`src/rtl/axi_rd_responder_if.sv`:
```
`default_nettype none
// -----------------------------------------------------------------------------
// axi_rd_responder_if : AXI4 read-channel (AR + R) bundle with master/slave views
// Rev 1.0
// -----------------------------------------------------------------------------
interface axi_rd_responder_if #(
  parameter int ADDR_WIDTH = 33,
  parameter int DATA_WIDTH = 256,
  parameter int ID_WIDTH   = 5
);
  logic                  ARVALID;
  logic                  ARREADY;
  logic [ADDR_WIDTH-1:0] ARADDR;
  logic [ID_WIDTH-1:0]   ARID;
  logic [7:0]            ARLEN;
  logic [2:0]            ARSIZE;
  logic [1:0]            ARBURST;
  logic [1:0]            ARLOCK;
  logic [3:0]            ARCACHE;
  logic [2:0]            ARPROT;
  logic [3:0]            ARQOS;
  logic [3:0]            ARREGION;

  logic                  RVALID;
  logic                  RREADY;
  logic [DATA_WIDTH-1:0] RDATA;
  logic [ID_WIDTH-1:0]   RID;
  logic [1:0]            RRESP;
  logic                  RLAST;

  modport master (
    output ARVALID, ARADDR, ARID, ARLEN, ARSIZE, ARBURST,
           ARLOCK, ARCACHE, ARPROT, ARQOS, ARREGION, RREADY,
    input  ARREADY, RVALID, RDATA, RID, RRESP, RLAST
  );

  modport slave (
    input  ARVALID, ARADDR, ARID, ARLEN, ARSIZE, ARBURST,
           ARLOCK, ARCACHE, ARPROT, ARQOS, ARREGION, RREADY,
    output ARREADY, RVALID, RDATA, RID, RRESP, RLAST
  );
endinterface
`default_nettype wire

```
`src/rtl/axi_rd_responder.sv`:
```
`default_nettype none
// -----------------------------------------------------------------------------
// axi_rd_responder : queued AXI4 read responder returning address-pattern data
// Rev 1.0
// -----------------------------------------------------------------------------
module axi_rd_responder #(
  parameter int ADDR_WIDTH = 33,
  parameter int DATA_WIDTH = 256,
  parameter int ID_WIDTH   = 5,
  parameter int AR_DEPTH   = 16
) (
  input  wire logic        clk,
  input  wire logic        rst_n,
  input  wire logic [15:0] cfg_latency,
  input  wire logic        stat_clear,
  output logic [31:0]      stat_ar_cnt,
  output logic [31:0]      stat_rlast_cnt,
  axi_rd_responder_if.slave s_axi
);

  localparam int PTR_W      = $clog2(AR_DEPTH);
  localparam int ENT_W      = ADDR_WIDTH + ID_WIDTH + 8 + 2;
  localparam int LANES      = DATA_WIDTH / 64;
  localparam int BEAT_SHIFT = $clog2(DATA_WIDTH / 8);

  typedef enum logic [1:0] {
    R_IDLE  = 2'd0,
    R_WAIT  = 2'd1,
    R_BURST = 2'd2
  } state_e;

  // AR request FIFO; pointers carry one extra wrap bit
  logic [ENT_W-1:0] fifo_mem_q [AR_DEPTH];
  logic [PTR_W:0]   wr_ptr_q, rd_ptr_q;
  logic             w_full, w_empty, w_push, w_pop;
  logic [ENT_W-1:0] w_head;

  state_e                state_q, state_d;
  logic [15:0]           wait_q, wait_d;
  logic [7:0]            beat_q, beat_d;
  logic [7:0]            len_q, len_d;
  logic [ADDR_WIDTH-1:0] addr_q, addr_d;
  logic [ID_WIDTH-1:0]   id_q, id_d;
  logic [1:0]            burst_q, burst_d;

  logic                  w_rvalid, w_rlast, w_r_hs, w_last_hs;
  logic [ADDR_WIDTH-1:0] w_beat_addr;
  logic                  w_unused_ok;

  assign w_full  = (wr_ptr_q - rd_ptr_q) == (PTR_W+1)'(AR_DEPTH);
  assign w_empty = (wr_ptr_q == rd_ptr_q);
  assign w_push  = s_axi.ARVALID && !w_full;
  assign w_head  = fifo_mem_q[rd_ptr_q[PTR_W-1:0]];

  assign s_axi.ARREADY = !w_full;

  assign w_unused_ok = ^{s_axi.ARSIZE, s_axi.ARLOCK, s_axi.ARCACHE,
                         s_axi.ARPROT, s_axi.ARQOS, s_axi.ARREGION};

  always_ff @(posedge clk) begin
    if (w_push) begin
      fifo_mem_q[wr_ptr_q[PTR_W-1:0]] <= {s_axi.ARADDR, s_axi.ARID, s_axi.ARLEN, s_axi.ARBURST};
    end
  end

  always_ff @(posedge clk) begin
    if (!rst_n) begin
      wr_ptr_q <= '0;
      rd_ptr_q <= '0;
    end else begin
      if (w_push) wr_ptr_q <= wr_ptr_q + 1'b1;
      if (w_pop)  rd_ptr_q <= rd_ptr_q + 1'b1;
    end
  end

  always_comb begin
    state_d = state_q;
    wait_d  = wait_q;
    beat_d  = beat_q;
    len_d   = len_q;
    addr_d  = addr_q;
    id_d    = id_q;
    burst_d = burst_q;
    w_pop   = 1'b0;
    case (state_q)
      R_IDLE: begin
        if (!w_empty) begin
          w_pop   = 1'b1;
          {addr_d, id_d, len_d, burst_d} = w_head;
          wait_d  = cfg_latency;
          beat_d  = 8'd0;
          state_d = R_WAIT;
        end
      end
      R_WAIT: begin
        if (wait_q == 16'd0) state_d = R_BURST;
        else                 wait_d  = wait_q - 16'd1;
      end
      R_BURST: begin
        if (s_axi.RREADY) begin
          if (beat_q == len_q) begin
            beat_d  = 8'd0;
            state_d = R_IDLE;
          end else begin
            beat_d  = beat_q + 8'd1;
          end
        end
      end
      default: state_d = R_IDLE;
    endcase
  end

  always_ff @(posedge clk) begin
    if (!rst_n) begin
      state_q <= R_IDLE;
      wait_q  <= '0;
      beat_q  <= '0;
      len_q   <= '0;
      addr_q  <= '0;
      id_q    <= '0;
      burst_q <= '0;
    end else begin
      state_q <= state_d;
      wait_q  <= wait_d;
      beat_q  <= beat_d;
      len_q   <= len_d;
      addr_q  <= addr_d;
      id_q    <= id_d;
      burst_q <= burst_d;
    end
  end

  // Beat address wraps naturally within ADDR_WIDTH bits
  assign w_beat_addr = addr_q + (ADDR_WIDTH'(beat_q) << BEAT_SHIFT);
  assign w_rvalid    = (state_q == R_BURST);
  assign w_rlast     = w_rvalid && (beat_q == len_q);
  assign w_r_hs      = w_rvalid && s_axi.RREADY;
  assign w_last_hs   = w_r_hs && w_rlast;

  assign s_axi.RVALID = w_rvalid;
  assign s_axi.RLAST  = w_rlast;
  assign s_axi.RID    = id_q;
  assign s_axi.RRESP  = (w_rvalid && (burst_q != 2'b01)) ? 2'b10 : 2'b00;
  assign s_axi.RDATA  = {LANES{64'(w_beat_addr)}};

  // Clear has priority over a coincident increment
  always_ff @(posedge clk) begin
    if (!rst_n || stat_clear) begin
      stat_ar_cnt    <= '0;
      stat_rlast_cnt <= '0;
    end else begin
      if (w_push)    stat_ar_cnt    <= stat_ar_cnt + 32'd1;
      if (w_last_hs) stat_rlast_cnt <= stat_rlast_cnt + 32'd1;
    end
  end

endmodule
`default_nettype wire

```
`src/flat_wrapper.sv`:
```
// flat-port wrapper written by rule: the top's interface ports become plain ports
module axi_rd_responder_flat 
#(
  parameter int ADDR_WIDTH = 33,
  parameter int DATA_WIDTH = 256,
  parameter int ID_WIDTH   = 5,
  parameter int AR_DEPTH   = 16
)
  (clk, rst_n, cfg_latency, stat_clear, stat_ar_cnt, stat_rlast_cnt, s_axi_ARVALID, s_axi_ARADDR, s_axi_ARID, s_axi_ARLEN, s_axi_ARSIZE, s_axi_ARBURST, s_axi_ARLOCK, s_axi_ARCACHE, s_axi_ARPROT, s_axi_ARQOS, s_axi_ARREGION, s_axi_RREADY, s_axi_ARREADY, s_axi_RVALID, s_axi_RDATA, s_axi_RID, s_axi_RRESP, s_axi_RLAST);
  axi_rd_responder_if #(.ADDR_WIDTH(ADDR_WIDTH), .DATA_WIDTH(DATA_WIDTH), .ID_WIDTH(ID_WIDTH)) s_axi_i ();
  input  wire logic clk;
  input  wire logic rst_n;
  input  wire logic [15:0] cfg_latency;
  input  wire logic stat_clear;
  output logic [31:0] stat_ar_cnt;
  output logic [31:0] stat_rlast_cnt;
  input wire logic [$bits(s_axi_i.ARVALID)-1:0] s_axi_ARVALID;
  input wire logic [$bits(s_axi_i.ARADDR)-1:0] s_axi_ARADDR;
  input wire logic [$bits(s_axi_i.ARID)-1:0] s_axi_ARID;
  input wire logic [$bits(s_axi_i.ARLEN)-1:0] s_axi_ARLEN;
  input wire logic [$bits(s_axi_i.ARSIZE)-1:0] s_axi_ARSIZE;
  input wire logic [$bits(s_axi_i.ARBURST)-1:0] s_axi_ARBURST;
  input wire logic [$bits(s_axi_i.ARLOCK)-1:0] s_axi_ARLOCK;
  input wire logic [$bits(s_axi_i.ARCACHE)-1:0] s_axi_ARCACHE;
  input wire logic [$bits(s_axi_i.ARPROT)-1:0] s_axi_ARPROT;
  input wire logic [$bits(s_axi_i.ARQOS)-1:0] s_axi_ARQOS;
  input wire logic [$bits(s_axi_i.ARREGION)-1:0] s_axi_ARREGION;
  input wire logic [$bits(s_axi_i.RREADY)-1:0] s_axi_RREADY;
  output wire logic [$bits(s_axi_i.ARREADY)-1:0] s_axi_ARREADY;
  output wire logic [$bits(s_axi_i.RVALID)-1:0] s_axi_RVALID;
  output wire logic [$bits(s_axi_i.RDATA)-1:0] s_axi_RDATA;
  output wire logic [$bits(s_axi_i.RID)-1:0] s_axi_RID;
  output wire logic [$bits(s_axi_i.RRESP)-1:0] s_axi_RRESP;
  output wire logic [$bits(s_axi_i.RLAST)-1:0] s_axi_RLAST;
  assign s_axi_i.ARVALID = s_axi_ARVALID;
  assign s_axi_i.ARADDR = s_axi_ARADDR;
  assign s_axi_i.ARID = s_axi_ARID;
  assign s_axi_i.ARLEN = s_axi_ARLEN;
  assign s_axi_i.ARSIZE = s_axi_ARSIZE;
  assign s_axi_i.ARBURST = s_axi_ARBURST;
  assign s_axi_i.ARLOCK = s_axi_ARLOCK;
  assign s_axi_i.ARCACHE = s_axi_ARCACHE;
  assign s_axi_i.ARPROT = s_axi_ARPROT;
  assign s_axi_i.ARQOS = s_axi_ARQOS;
  assign s_axi_i.ARREGION = s_axi_ARREGION;
  assign s_axi_i.RREADY = s_axi_RREADY;
  assign s_axi_ARREADY = s_axi_i.ARREADY;
  assign s_axi_RVALID = s_axi_i.RVALID;
  assign s_axi_RDATA = s_axi_i.RDATA;
  assign s_axi_RID = s_axi_i.RID;
  assign s_axi_RRESP = s_axi_i.RRESP;
  assign s_axi_RLAST = s_axi_i.RLAST;
  axi_rd_responder #(.ADDR_WIDTH(ADDR_WIDTH), .DATA_WIDTH(DATA_WIDTH), .ID_WIDTH(ID_WIDTH), .AR_DEPTH(AR_DEPTH)) u_core (.clk(clk), .rst_n(rst_n), .cfg_latency(cfg_latency), .stat_clear(stat_clear), .stat_ar_cnt(stat_ar_cnt), .stat_rlast_cnt(stat_rlast_cnt), .s_axi(s_axi_i));
endmodule
```
`config.mk`:
```
export PLATFORM = sky130hd
export DESIGN_NAME = axi_rd_responder_flat
export DESIGN_NICKNAME = d
export VERILOG_FILES = /design/src/rtl/axi_rd_responder_if.sv /design/src/rtl/axi_rd_responder.sv /design/src/flat_wrapper.sv
export SDC_FILE = /design/constraint.sdc
export NUM_CORES = 1
export LEC_CHECK = 0
export CAP_MARGIN = 20
export CORE_UTILIZATION = 54
export DETAILED_ROUTE_END_ITERATION = 7
export PLACE_DENSITY = 0.77
export SYNTH_ARGS = -nofsm -noshare
export SYNTH_HDL_FRONTEND = slang
export SYNTH_SLANG_ARGS = --single-unit
export TNS_END_PERCENT = 100
```
`constraint.sdc`:
```
create_clock -name clk -period 11.6 [get_ports clk]
set_clock_uncertainty 0.15 [all_clocks]
set_input_delay 2.32 -clock clk [delete_from_list [all_inputs] [get_ports clk]]
set_output_delay 2.32 -clock clk [all_outputs]
set_load 0.005 [all_outputs]
```
==> results.sh <==
export IMPL_async_flop_share_pct=0
export IMPL_insertion_delay_ns=0.65
export IMPL_period_needed_ns=6.57
export IMPL_top_layer_used="met5"
export IMPL_max_vdd_ir_drop_mv=0.135
export IMPL_status="finished clean"
export IMPL_via_per_inst=5.99
export IMPL_min_path_type="flip-flop to flip-flop"
export IMPL_ys_flop_type="edfxtp_1"
export IMPL_max_cap_viol_count=0
export IMPL_rrSetupSlack_ns=6.88
export IMPL_place_congestion=0.834
export IMPL_cp_slowest_cell="clkdlybuf4s50_1"
export IMPL_hold_path_depth=2
export IMPL_endpoint_kind="output pin"
export IMPL_critPathRequiredTime_ns=9.13
export IMPL_synthDistinctLibCells=65
export IMPL_totalNegativeSetupSlack_ns=0
export IMPL_worstPathBufferInverterCount=2
export IMPL_ioPinCount=419
export IMPL_critPathKind="flip-flop to output pin"
export IMPL_timing_hold_ws_ns=0.319
export IMPL_min_period_over_period_pct=56.7
export IMPL_drive_gt1_share_pct=18.2
export IMPL_crit_start="u_core.beat_q[0]"
export IMPL_synthesis_area_um2=38100
export IMPL_cpLargestDelayFamily="compound AO/OA/AOI/OAI gates"
export IMPL_cts_setup_buffers=0
export IMPL_met2_length_mm=45.7
export IMPL_cts_tree="done"
export IMPL_die_y_um=268
export IMPL_ys_seq_area_share_pct=68.2
export IMPL_cts_hold_buf=0
export IMPL_vias=20700
export IMPL_tightest_slew_ns=1.11
export IMPL_dieArea_um2=71700
export IMPL_r2r_start="u_core.rd_ptr_q[2]"
export IMPL_route_antenna_remaining_nets=0
export IMPL_row_count=97
export IMPL_power_leakage_nw=14.1
export IMPL_place_inst=3279
export IMPL_grt_max_degree=149
export IMPL_h_tree_depth=3
export IMPL_setup_viol=0
export IMPL_worstSetupStartpointType="flip-flop"
export IMPL_area_delta_synth_final_pct=14.6
export IMPL_first_global_vias=20600
export IMPL_yosys_warnings=0
export IMPL_drc_errors=0
export IMPL_drtIter0Drc=2307
export IMPL_clock_path_buffers=3
export IMPL_arrival_ns=4.10
export IMPL_cellPowerDensity_nw_per_um2=202
export IMPL_die_width_um=268
export IMPL_crit_fanout=7
export IMPL_hold_viol_final=0
export IMPL_min_to="u_core.addr_q[7]"
export IMPL_max_freq_mhz=152
export IMPL_synthCells=2247
export IMPL_path_clk_slew_ns=0.06
export IMPL_hp_start="u_core.addr_q[7]"
export IMPL_grt_first_pass_wirelength_mm=130
export IMPL_slew_viol_final=0
export IMPL_slew_headroom_pct=26.1
export IMPL_portBuffers=273
export IMPL_antenna_found_initial=7
export IMPL_drt_first_pass_iters=8
export IMPL_grt_usage_pct=24.8
export IMPL_initial_core_util_pct=54.6
export IMPL_cts_resized_gates=0
export IMPL_cts_sinks=916
export IMPL_wire_per_inst_um=26.0
export IMPL_wl_met3_mm=7.41
export IMPL_r2r_end="u_core.fifo_mem_q[0][38]"
export IMPL_wl_mm=89.6
export IMPL_root_buffer="clkbuf_16"
export IMPL_final_util_pct=62.5
export IMPL_rsz0062_at_grt="false"
export IMPL_wl_met1_mm=33.7
export IMPL_reg2reg_depth=11
export IMPL_max_stage_delay_ns=0.59
export IMPL_stdcell_count=3451
export IMPL_core_area_um2=69900
export IMPL_ys_ff_latch=916
export IMPL_synth_edf_count=768
export IMPL_hpwl_mm=46.5
export IMPL_cts_inserted_buffers=90
export IMPL_grt_overflow_total=0
export IMPL_path_cells="ha_1, inv_1, fa_1, nor2b_1, o21bai_1, a21boi_0, o21ai_1, nor3_1, xor2_1, clkdlybuf4s50_1"
export IMPL_syn_avg_cell_area_um2=17.0
export IMPL_final_nets=2545
routing by layer:
| metal | GRT usage, % | up-vias |
|---|---|---|
| met5 | 0 | - |
| met4 | 9.48 | 10 |
| met3 | 4.46 | 170 |
| met2 | 42.0 | 1070 |
| met1 | 32.1 | 10700 |
| li1 | - | 8734 |
stage by stage:
step	setup WS (ns)	cell area, um2	total power [mW]
2_1_floorplan	5.20	38600	5.31
3_3_place_gp	5.86	40600	5.83
3_5_place_dp	5.79	40600	5.90
4_1_cts	5.06	43700	8.88
5_1_grt	4.77	43700	9.17
6_report	5.03	43700	8.84
cells by family (layout without fill, tap and decap cells):
kind of cell	after synthesis	in the layout	share of synthesized area, %
multiplexers	244	244	14.3
buffers and inverters	358	496	6.07
AND/OR/NAND/NOR	434	434	5.60
adder cells (fa/ha/maj)	23	23	0.774
XOR/XNOR	94	94	2.18
other	1	127	0.00983
AO/OA/AOI/OAI	177	177	2.85
flip-flops	916	916	68.2
cell usage in the layout (no fill, tap or decap), drive strengths merged, types with 26 or more instances in the layout:
cell           Yosys  layout
edfxtp           768     768
clkdlybuf4s50      0     272
mux4             240     240
nand2            149     149
dfxtp            148     148
conb               1     125
clkbuf            62     124
o21ai             93      93
nor2              90      90
xor2              59      59
and3              38      38
xnor2             35      35
a21oi             34      34
nand3             34      34
buf              273      33
clkinv             1      26
power by group:
part	internal [mW]	switching [mW]	leakage, nW
registers	3.71	0.157	8.14
clock network	1.74	1.25	1.48
logic	1.03	0.961	4.52
total	6.48	2.37	14.1
worst min-delay path, cell delays in order, from the launching register on:
cell,delay (ns)
dfxtp_1,0.31
nand2_1,0.05
o21ai_0,0.06
Yosys cell counts, drive strengths merged (2+ instances only):
| master | count | share of area [%] |
|---|---|---|
| edfxtp | 768 | 60 |
| buf | 273 | 5.2 |
| mux4 | 240 | 14 |
| nand2 | 149 | 1.5 |
| dfxtp | 148 | 7.8 |
| o21ai | 93 | 1.3 |
| nor2 | 90 | 0.91 |
| clkbuf | 62 | 0.62 |
| xor2 | 59 | 1.4 |
| and3 | 38 | 0.62 |
| xnor2 | 35 | 0.80 |
| a21oi | 34 | 0.45 |
| nand3 | 34 | 0.45 |
| nand4 | 24 | 0.39 |
| ha | 22 | 0.72 |
| inv | 22 | 0.22 |
| nor3 | 22 | 0.33 |
| and2 | 17 | 0.29 |
| or3 | 15 | 0.25 |
| and4 | 11 | 0.25 |
| o211ai | 10 | 0.25 |
| o21a | 9 | 0.18 |
| nor2b | 8 | 0.13 |
| nor4 | 7 | 0.15 |
| o2111ai | 7 | 0.16 |
| or4 | 7 | 0.14 |
| a22oi | 5 | 0.098 |
| nand2b | 5 | 0.082 |
| mux2i | 4 | 0.10 |
| a21boi | 3 | 0.059 |
| nor3b | 3 | 0.059 |
| o31ai | 3 | 0.059 |
| a21o | 2 | 0.039 |
| o41ai | 2 | 0.046 |
registers in the layout (all words and copies together), names as in the netlist:
signal / cells
u_core.stat_rlast_cnt: 32
u_core.stat_ar_cnt: 32
u_core.beat_q: 8
u_core.rd_ptr_q: 5
u_core.state_q: 2
u_core.wait_q: 16
u_core.addr_q: 33
u_core.wr_ptr_q: 5
u_core.fifo_mem_q: 768
u_core.s_axi.RID: 5
u_core.burst_q: 2
u_core.len_q: 8
worst max path at each step:
stage,end,slack [ns],cells after the start
floorplan,u_core.fifo_mem_q[3][0],5.20,2
global placement,s_axi_RDATA[93],5.86,10
detailed placement,s_axi_RDATA[155],5.79,10
CTS,s_axi_RDATA[155],5.06,10
global route,s_axi_RDATA[155],4.77,10
finish,s_axi_RDATA[155],5.03,10
layout make-up:
| class | count | area (um2) |
|---|---|---|
| inverters | 23 | 87.6 |
| clock inverters | 44 | 517 |
| fillers | 4747 | 26200 |
| clock buffers | 124 | 2530 |
| diodes | 2 | 5.00 |
| flip-flops and latches | 916 | 26000 |
| repair buffers | 305 | 3040 |
| multi-input cells | 1097 | 10300 |
| well taps | 940 | 1180 |
No activity file was read; power rests on OpenSTA's default activity.
